## src/rtl/dcache_ctrl.sv

```systemverilog
// dcache_ctrl: blocking request-side controller in front of dcache. It probes the cache,
// fills misses from memory, installs the line and writes back any dirty line dcache ejects.
module dcache_ctrl #(
    parameter int addr_width = 16,
    parameter int line_width = 64,
    parameter int word_width = 16,
    localparam int WORDS = line_width / word_width,
    localparam int WIDX  = (WORDS > 1) ? $clog2(WORDS) : 1
) (
    input  logic                  clk_i,
    input  logic                  rst_ni,
    input  logic                  req_valid_i,
    output logic                  req_ready_o,
    input  logic                  req_write_i,
    input  logic [addr_width-1:0] req_addr_i,
    input  logic [WIDX-1:0]       req_word_i,
    input  logic [word_width-1:0] req_data_i,
    output logic                  resp_valid_o,
    output logic [word_width-1:0] resp_data_o,
    output logic [addr_width-1:0] c_addr_o,
    output logic                  c_r_valid_o,
    input  logic                  c_r_valid_i,
    input  logic                  c_r_miss_i,
    input  logic [line_width-1:0] c_read_i,
    output logic                  c_w_valid_o,
    output logic                  c_dirty_o,
    output logic [line_width-1:0] c_write_o,
    input  logic                  c_ej_valid_i,
    input  logic [addr_width-1:0] c_ej_addr_i,
    input  logic [line_width-1:0] c_ej_data_i,
    output logic                  mem_req_valid_o,
    input  logic                  mem_req_ready_i,
    output logic                  mem_req_write_o,
    output logic [addr_width-1:0] mem_req_addr_o,
    output logic [line_width-1:0] mem_req_data_o,
    input  logic                  mem_resp_valid_i,
    input  logic [line_width-1:0] mem_resp_data_i,
    output logic [3:0]            dbg_state_o
);

    // Handshakes (req, mem_req): a transfer happens on a rising clk_i edge where valid and
    // ready are both 1; a raised valid holds, with its payload stable, until that edge.
    // resp_valid_o and mem_resp_valid_i are single-cycle pulses with no back-pressure.

    typedef enum logic [3:0] {
        S_IDLE      = 4'd0,
        S_PROBE     = 4'd1,
        S_CHECK     = 4'd2,
        S_FILL_REQ  = 4'd3,
        S_FILL_WAIT = 4'd4,
        S_INSTALL   = 4'd5,
        S_EJECT     = 4'd6,
        S_WB_REQ    = 4'd7,
        S_RESP      = 4'd8
    } state_t;

    state_t                state;
    logic                  wr_q;
    logic [WIDX-1:0]       word_q;
    logic [word_width-1:0] data_q;
    logic [word_width-1:0] rdata_q;

    assign dbg_state_o = state;

    function automatic logic [word_width-1:0] get_word(input logic [line_width-1:0] line,
                                                       input logic [WIDX-1:0]       idx);
        get_word = '0;
        for (int i = 0; i < WORDS; i++)
            if (idx == i[WIDX-1:0]) get_word = line[i*word_width +: word_width];
    endfunction

    function automatic logic [line_width-1:0] put_word(input logic [line_width-1:0] line,
                                                       input logic [WIDX-1:0]       idx,
                                                       input logic [word_width-1:0] w);
        put_word = line;
        for (int i = 0; i < WORDS; i++)
            if (idx == i[WIDX-1:0]) put_word[i*word_width +: word_width] = w;
    endfunction

    always_ff @(posedge clk_i) begin
        if (!rst_ni) begin
            state           <= S_IDLE;
            req_ready_o     <= 1'b0;
            resp_valid_o    <= 1'b0;
            resp_data_o     <= '0;
            c_addr_o        <= '0;
            c_r_valid_o     <= 1'b0;
            c_w_valid_o     <= 1'b0;
            c_dirty_o       <= 1'b0;
            c_write_o       <= '0;
            mem_req_valid_o <= 1'b0;
            mem_req_write_o <= 1'b0;
            mem_req_addr_o  <= '0;
            mem_req_data_o  <= '0;
            wr_q            <= 1'b0;
            word_q          <= '0;
            data_q          <= '0;
            rdata_q         <= '0;
        end else begin
            resp_valid_o <= 1'b0;
            resp_data_o  <= '0;
            c_r_valid_o  <= 1'b0;
            c_w_valid_o  <= 1'b0;
            case (state)
                S_IDLE: begin
                    req_ready_o <= 1'b1;
                    if (req_valid_i && req_ready_o) begin
                        req_ready_o <= 1'b0;
                        wr_q        <= req_write_i;
                        word_q      <= req_word_i;
                        data_q      <= req_data_i;
                        c_addr_o    <= req_addr_i;
                        c_r_valid_o <= 1'b1;
                        state       <= S_PROBE;
                    end
                end
                S_PROBE: state <= S_CHECK;
                S_CHECK: begin
                    if (c_r_valid_i) begin
                        if (c_r_miss_i) begin
                            mem_req_valid_o <= 1'b1;
                            mem_req_write_o <= 1'b0;
                            mem_req_addr_o  <= c_addr_o;
                            mem_req_data_o  <= '0;
                            state           <= S_FILL_REQ;
                        end else if (!wr_q) begin
                            resp_valid_o <= 1'b1;
                            resp_data_o  <= get_word(c_read_i, word_q);
                            state        <= S_RESP;
                        end else begin
                            c_w_valid_o <= 1'b1;
                            c_dirty_o   <= 1'b1;
                            c_write_o   <= put_word(c_read_i, word_q, data_q);
                            rdata_q     <= '0;
                            state       <= S_INSTALL;
                        end
                    end
                end
                S_FILL_REQ: begin
                    if (mem_req_ready_i) begin
                        mem_req_valid_o <= 1'b0;
                        mem_req_addr_o  <= '0;
                        state           <= S_FILL_WAIT;
                    end
                end
                S_FILL_WAIT: begin
                    if (mem_resp_valid_i) begin
                        c_w_valid_o <= 1'b1;
                        c_dirty_o   <= wr_q;
                        c_write_o   <= wr_q ? put_word(mem_resp_data_i, word_q, data_q)
                                            : mem_resp_data_i;
                        rdata_q     <= wr_q ? '0 : get_word(mem_resp_data_i, word_q);
                        state       <= S_INSTALL;
                    end
                end
                S_INSTALL: state <= S_EJECT;
                S_EJECT: begin
                    // dcache reports the victim one cycle after the install write.
                    c_dirty_o <= 1'b0;
                    c_write_o <= '0;
                    if (c_ej_valid_i) begin
                        mem_req_valid_o <= 1'b1;
                        mem_req_write_o <= 1'b1;
                        mem_req_addr_o  <= c_ej_addr_i;
                        mem_req_data_o  <= c_ej_data_i;
                        state           <= S_WB_REQ;
                    end else begin
                        resp_valid_o <= 1'b1;
                        resp_data_o  <= rdata_q;
                        state        <= S_RESP;
                    end
                end
                S_WB_REQ: begin
                    if (mem_req_ready_i) begin
                        mem_req_valid_o <= 1'b0;
                        mem_req_write_o <= 1'b0;
                        mem_req_addr_o  <= '0;
                        mem_req_data_o  <= '0;
                        resp_valid_o    <= 1'b1;
                        resp_data_o     <= rdata_q;
                        state           <= S_RESP;
                    end
                end
                S_RESP: begin
                    req_ready_o <= 1'b1;
                    state       <= S_IDLE;
                end
                default: state <= S_IDLE;
            endcase
        end
    end

endmodule

```

## config.mk

```make
export PLATFORM = sky130hd
export DESIGN_NAME = dcache_ctrl
export DESIGN_NICKNAME = d
export VERILOG_FILES = /design/src/rtl/dcache_ctrl.sv
export SDC_FILE = /design/constraint.sdc
export NUM_CORES = 1
export LEC_CHECK = 0
export CAP_MARGIN = 30
export CORE_AREA = 2 2 168 170
export DETAILED_ROUTE_END_ITERATION = 7
export DIE_AREA = 0 0 170 172
export PLACE_DENSITY = 0.73
export SLEW_MARGIN = 40
export SYNTH_ARGS = -nofsm -noshare
export SYNTH_HDL_FRONTEND = slang
export SYNTH_SLANG_ARGS = --single-unit
```

## constraint.sdc

```tcl
create_clock -name clk_i -period 2.3 [get_ports clk_i]
set_clock_uncertainty 0.1 [all_clocks]
set_input_delay 0.23 -clock clk_i [delete_from_list [all_inputs] [get_ports clk_i]]
set_output_delay 0.23 -clock clk_i [all_outputs]
set_load 0.02 [all_outputs]
```

==> summary.txt, run 1 <==
Run status
  • Status: finished clean

Yosys
  • Post-Synthesis Cells: 1033
  • Ys Warns: 0
  • Synth cell count leaders: 222 x dfxtp_1, 128 x mux2i_1, 103 x a21oi_1, 80 x a22o_1, 76 x nand2_1
  • Top_reg_cell synth: dfxtp_1
  • EDFF count, synth: 0
  • Average size of a mapped cell: 10.1 µm²
  • Synth area leader: dfxtp_1
  • Syn nets: 1284
  • Top cells by area, synth: dfxtp_1 43%, mux2i_1 12%, mux4_2 6.9%
  • Register area share after synthesis: 0.428
  • Post-synth top area share: 0.428
  • Most common cell in the netlist: dfxtp_1
  • Cell area after synthesis: 0.0104 mm²
  • Synthesized flop and latch total: 222
  • Asr flop ratio synth: 0
  • Count of cell types in the netlist: 45

Global route
  • Total track usage: 0.274
  • Grt total ovfl: 0
  • Vias in the first global route: 10100
  • Initial antenna violation count: 4
  • Pin count of the biggest net entering global routing: 69
  • First-pass GRT wire length: 61100 µm

Hold path
  • HP Class: in -> reg

Worst setup path
  • CP arrival: 1.89 ns
  • CP Capture Type: primary output
  • CP Max Fanout: 11
  • CP required: 1.97 ns
  • Slowest cell on the critical path: clkdlybuf4s50_1
  • CP startpoint kind: register
  • CP Cell Sequence: buf_4 > clkdlybuf4s50_1
  • Largest stage delay on the critical path: 0.61 ns
  • Crit Path Category: reg -> out

Timing
  • F_max: 450 MHz
  • Final hold vios: 0
  • Rel. slew slack: 0.514
  • Final max-slew violation count: 0
  • Minimum clock period: 2.22 ns
  • Fin crit share: 0.967
  • RSZ-0062 raised after global routing: false
  • Worst slew pin tran: 0.729 ns
  • # setup viols final: 0

Route
  • Drt first-iter violations: 934
  • Via density: 5.68
  • Routed wire per std cell: 23.2 µm
  • Total wire length: 42000 µm
  • Final ANT Viol Nets: 0
  • Detailed-route DRC error count: 0
  • DR pass1 iterations: 7
  • Vias post-DR: 10300

Clocking
  • CTS Buffer Depth: 3
  • Clk slew on worst S/H paths: 0.06 ns
  • H-tree depth: 1
  • Clk_lat worst skew: 0.52 ns
  • Num CTS Buffers: 25
  • Root Driver: clkbuf_16
  • Sink Count: 222
  • CTS tree: built

Placement
  • Final GP Congestion: 0.890
  • Port bufs: 437
  • Placed Instance Area: 0.0154 mm²
  • DP Cell Count: 1762
  • Final HPWL DP: 30500 µm

Pwr
  • IR drop worst, VDD: 0.499 mV
  • Leakage: 6.45 nW
  • PwrDens: 785 mW/mm²

Final layout
  • Share of cells above drive strength 1: 0.105
  • NumNets Final: 1694
  • Fin cells: 1811
  • Reg area: 0.00445 mm²
  • Synth-to-Final Area Change: 56.5%
  • Utilization after layout: 0.592
  • Fillers: 2282
  • Area taken by multi-input logic gates: 0.00541 mm²
  • Fin area: 0.0163 mm²

Floorplanning
  • # rows: 61
  • Initial Utilization: 0.378
  • Die Area: 0.0292 mm²
  • Core area: 0.0275 mm²
  • # IOs: 438
  • Die X: 170 µm
  • Die height: 172 µm

Run
  • Max-cap violations: 0
-- registers in the layout, summed over array words and instances (netlist names), 2 cells and up --
signal and cells:
dbg_state_o 4, word_q 2, mem_req_data_o 64, resp_data_o 16, data_q 16, c_addr_o 16, rdata_q 16, c_write_o 64
mem_req_addr_o 16
-- layout make-up --
cell class	count	share of cell area
tap	346	0.0266
sequential	222	0.273
antenna	5	0.000769
multi-input combinational	693	0.333
inverter	3	0.000693
clock buffer	39	0.0479
timing repair buffer	498	0.311
clock inverter	5	0.00616
-- per-layer routing --
layer	vias up	routed length (µm)	GRT usage
met5	-	0	0
met4	0	1530	0.114
met3	91	4350	0.0707
met2	633	19700	0.453
met1	4842	16400	0.340
li1	4722	-	-
-- stage by stage --
| step | hold slack (ns) | worst slack, ns | power (W) | setup TNS (ns) |
|---|---|---|---|---|
| 2_1_floorplan | 0.263 | 0.281 | 0.00672 | 0 |
| 3_3_place_gp | 0.338 | -0.0930 | 0.00849 | -7.60 |
| 3_5_place_dp | 0.354 | -0.131 | 0.00854 | -11.69 |
| 4_1_cts | 0.0427 | 0.0568 | 0.0128 | 0 |
| 5_1_grt | 0.0799 | 0.00621 | 0.0132 | 0 |
| 6_report | 0.0680 | 0.0759 | 0.0128 | 0 |
-- cell usage in the layout (no fill, tap or decap), types with 3 or more instances in the layout --
cell type and instances:
clkdlybuf4s50_1 436, dfxtp_1 220, mux2i_1 128, a21oi_1 103
a22o_1 80, nand2_1 75, o22a_1 63, o21ai_1 57
nor2_1 44, buf_4 42, a22oi_1 32, mux4_2 32
clkbuf_16 25, buf_12 19, a211oi_1 16, o21ai_0 10
clkbuf_8 10, diode_2 5, nor2b_1 5, nand2b_1 4
nor3_1 4, clkbuf_1 4, nand3b_1 3, bufinv_16 3
-- path summary, 6_finish.rpt --
kind | slack, ns | endpoint | depth (start not counted) | start
worst min-delay path | 0.07 | c_w_valid_o | 3 | rst_ni
worst min register to register | 0.37 | mem_req_data_o[27] | 1 | mem_req_data_o[27]
worst max-delay path | 0.08 | dbg_state_o[0] | 2 | dbg_state_o[0]
worst max register to register | 0.12 | c_write_o[42] | 7 | dbg_state_o[2]
-- kinds of logic (layout without fill, tap and decap cells) --
group,after synthesis,in the layout,share of synthesized area
simple gates,158,158,0.0707
other cells,0,5,0
flops,222,222,0.428
buf+inv,118,545,0.0559
compound gates,375,375,0.253
mux,160,160,0.193
-- report_power, final --
part / switching [W] / internal (W) / total (W)
Clock: 0.00160 / 0.00264 / 0.00424
Combinational: 0.00199 / 0.00198 / 0.00397
Sequential: 0.000365 / 0.00419 / 0.00456
-- worst max-delay path: cells and delay by family (launching register included) --
family	cells	cell delay, ns
buffers and inverters	2	0.84
DFF	1	0.55
-- what timing repair did --
item	in CTS	in global routing
gates resized for setup	0	1
endpoints found under the setup margin	0	3
hold buffers	0	0
buffers inserted	0	0
(Power assumes the default switching activity.)
==> inputs of run 2 (changes only) <==
- PLACE_DENSITY: 0.73 -> default
- PLACE_DENSITY_LB_ADDON: default -> 0.25
- clock period: 2.3 -> 2.2 ns (I/O delays scaled with it)
==> run 2 against run 1 <==
Compared with the run above: global-route usage up 1.1 points; routed wire length grew 4.3%; worst setup slack improved by 0.018 ns; final cell count rose by 0.83%; clock-buffer cell count decreased by 2; power increased by 5.7%; utilization rose by 0.44 points; sequential share of layout area is 0.20 points lower; register-to-register slack gained 0.02 ns; clock power is 7.3% higher; first-iteration DRC count decreased by 33%.
==> summary.txt, run 2 (synthesized netlist as in run 1, its figures left out) <==
Final layout
  • Most frequent cells in the layout: 436 x clkdlybuf4s50_1, 220 x dfxtp_1, 128 x mux2i_1
  • Fillers: 2360
  • Most common cell after layout, fill and taps aside: clkdlybuf4s50_1
  • Reg area: 0.00445 mm²
  • Synth-to-Final Area Change: 57.7%
  • Leading registers by flop count: c_write_o x64, mem_req_data_o x64
  • NumNets Final: 1702
  • Utilization after layout: 0.596
  • Area taken by multi-input logic gates: 0.00542 mm²
  • Share of cells above drive strength 1: 0.112

Placement
  • Final HPWL DP: 32700 µm
  • Port bufs: 437
  • Final GP Congestion: 0.885

Clocking
  • CTS Buffer Depth: 3
  • Root Driver: clkbuf_16
  • Cts repair resizes: 0
  • CTS tree: built
  • Sink Count: 222
  • H-tree depth: 1
  • Clk_lat worst skew: 0.53 ns
  • Clk slew on worst S/H paths: 0.06 ns
  • Num CTS Buffers: 26
  • Hold_buf cts: 0
  • Setup bufs post-CTS: 0

Route
  • Routed wire per std cell: 24.0 µm
  • Drt first-iter violations: 628
  • Final ANT Viol Nets: 0
  • Via density: 5.65
  • Detailed-route DRC error count: 0
  • Vias post-DR: 10300
  • DR pass1 iterations: 5
  • Total wire length: 43800 µm

Timing
  • Final max-slew violation count: 0
  • RSZ-0062 raised after global routing: false
  • Post-route setup TNS: 0 ns
  • Minimum clock period: 2.11 ns
  • Rel. slew slack: 0.524
  • Final hold vios: 0
  • # setup viols final: 0
  • Worst slew pin tran: 0.715 ns
  • F_max: 475 MHz
  • Fin crit share: 0.958

Pwr
  • PwrDens: 823 mW/mm²
  • Final Power: 0.0135 W
  • Cell-internal power: 0.00928 W
  • Sequential share of power: 0.351
  • Clock power frac: 0.338
  • Leakage: 6.52 nW
  • IR drop worst, VDD: 0.563 mV
  • Sw Share: 0.312
  • Combinational power share: 0.311
  • Sw Pwr: 0.00421 W

Worst setup path
  • Crit-path leading delay family: buffers and inverters
  • R2R setup slack: 0.14 ns
  • Slowest cell on the critical path: clkdlybuf4s50_1
  • CP required: 1.88 ns
  • CP Capture Type: primary output
  • CP Cell Sequence: buf_4 > clkdlybuf4s50_1
  • CP arrival: 1.79 ns
  • CP startpoint kind: register
  • Largest stage delay on the critical path: 0.64 ns
  • Worst Path Buf+Inv: 2
  • CP Max Fanout: 14
  • Crit Path Category: reg -> out

Hold path
  • HP Class: in -> reg

Global route
  • First-pass GRT wire length: 63100 µm
  • Met1 GRT Util: 0.322
  • GR Util met3: 0.0858
  • Pin count of the biggest net entering global routing: 69
  • Total track usage: 0.284
  • Met2 Use GR: 0.498
  • Grt peak-use layer: met2
  • Grt total ovfl: 0
  • Vias in the first global route: 10200
  • Initial antenna violation count: 11

Run
  • Max-cap violations: 0

Run status
  • Status: finished clean

Floorplanning
  • Die height: 172 µm
  • # rows: 61
  • Core area: 0.0275 mm²
  • Die X: 170 µm
  • Initial Utilization: 0.378
  • # IOs: 438
  • Die Area: 0.0292 mm²
[run 2: path summary, 6_finish.rpt]
| kind | from | cells past startpoint | endpoint |
|---|---|---|---|
| setup / recovery | dbg_state_o[0] | 2 | dbg_state_o[0] |
| hold / removal | rst_ni | 3 | c_w_valid_o |
| setup reg to reg | dbg_state_o[2] | 6 | mem_req_data_o[10] |
| hold reg to reg | mem_req_write_o | 1 | mem_req_write_o |
[run 2: worst register-to-register path, cell delays in order (launching register included)]
cell and delay (ns):
dfxtp_1 0.39, nor3b_1 0.61, a2111oi_0 0.15, buf_4 0.18, nor2_4 0.13, buf_12 0.24
a22o_1 0.19
[run 2: power by group through the flow]
stage	logic, W	clock network (W)	registers, W
after floorplan	0.00204	0	0.00499
after global placement	0.00411	0	0.00481
after detailed placement	0.00417	0	0.00482
after CTS	0.00419	0.00463	0.00473
after global routing	0.00446	0.00477	0.00478
final	0.00419	0.00455	0.00474
[run 2: final cells by class]
class,instances,share of cell area
Tap cell,346,0.0264
Clock inverter,11,0.00810
Inverter,3,0.000687
Multi-Input combinational cell,693,0.331
Antenna cell,9,0.00137
Sequential cell,222,0.271
Clock buffer,37,0.0472
Timing Repair Buffer,505,0.314
[run 2: per-stage QoR]
step,worst slack (ns),cells,hold WS [ns],instance area [µm²]
after floorplan,0.181,1033,0.253,10400
after global placement,-0.140,1769,0.337,15400
after detailed placement,-0.178,1769,0.353,15400
after CTS,0.0771,1817,0.00799,16400
after global routing,0.00694,1825,0.0222,16400
final,0.0934,1826,0.0212,16400
[run 2: per-layer routing]
metal | up-vias | routed length, µm
met2 | 500 | 21400
li1 | 4750 | -
met4 | 6 | 1760
met3 | 95 | 4040
met5 | - | 46
met1 | 4963 | 16600
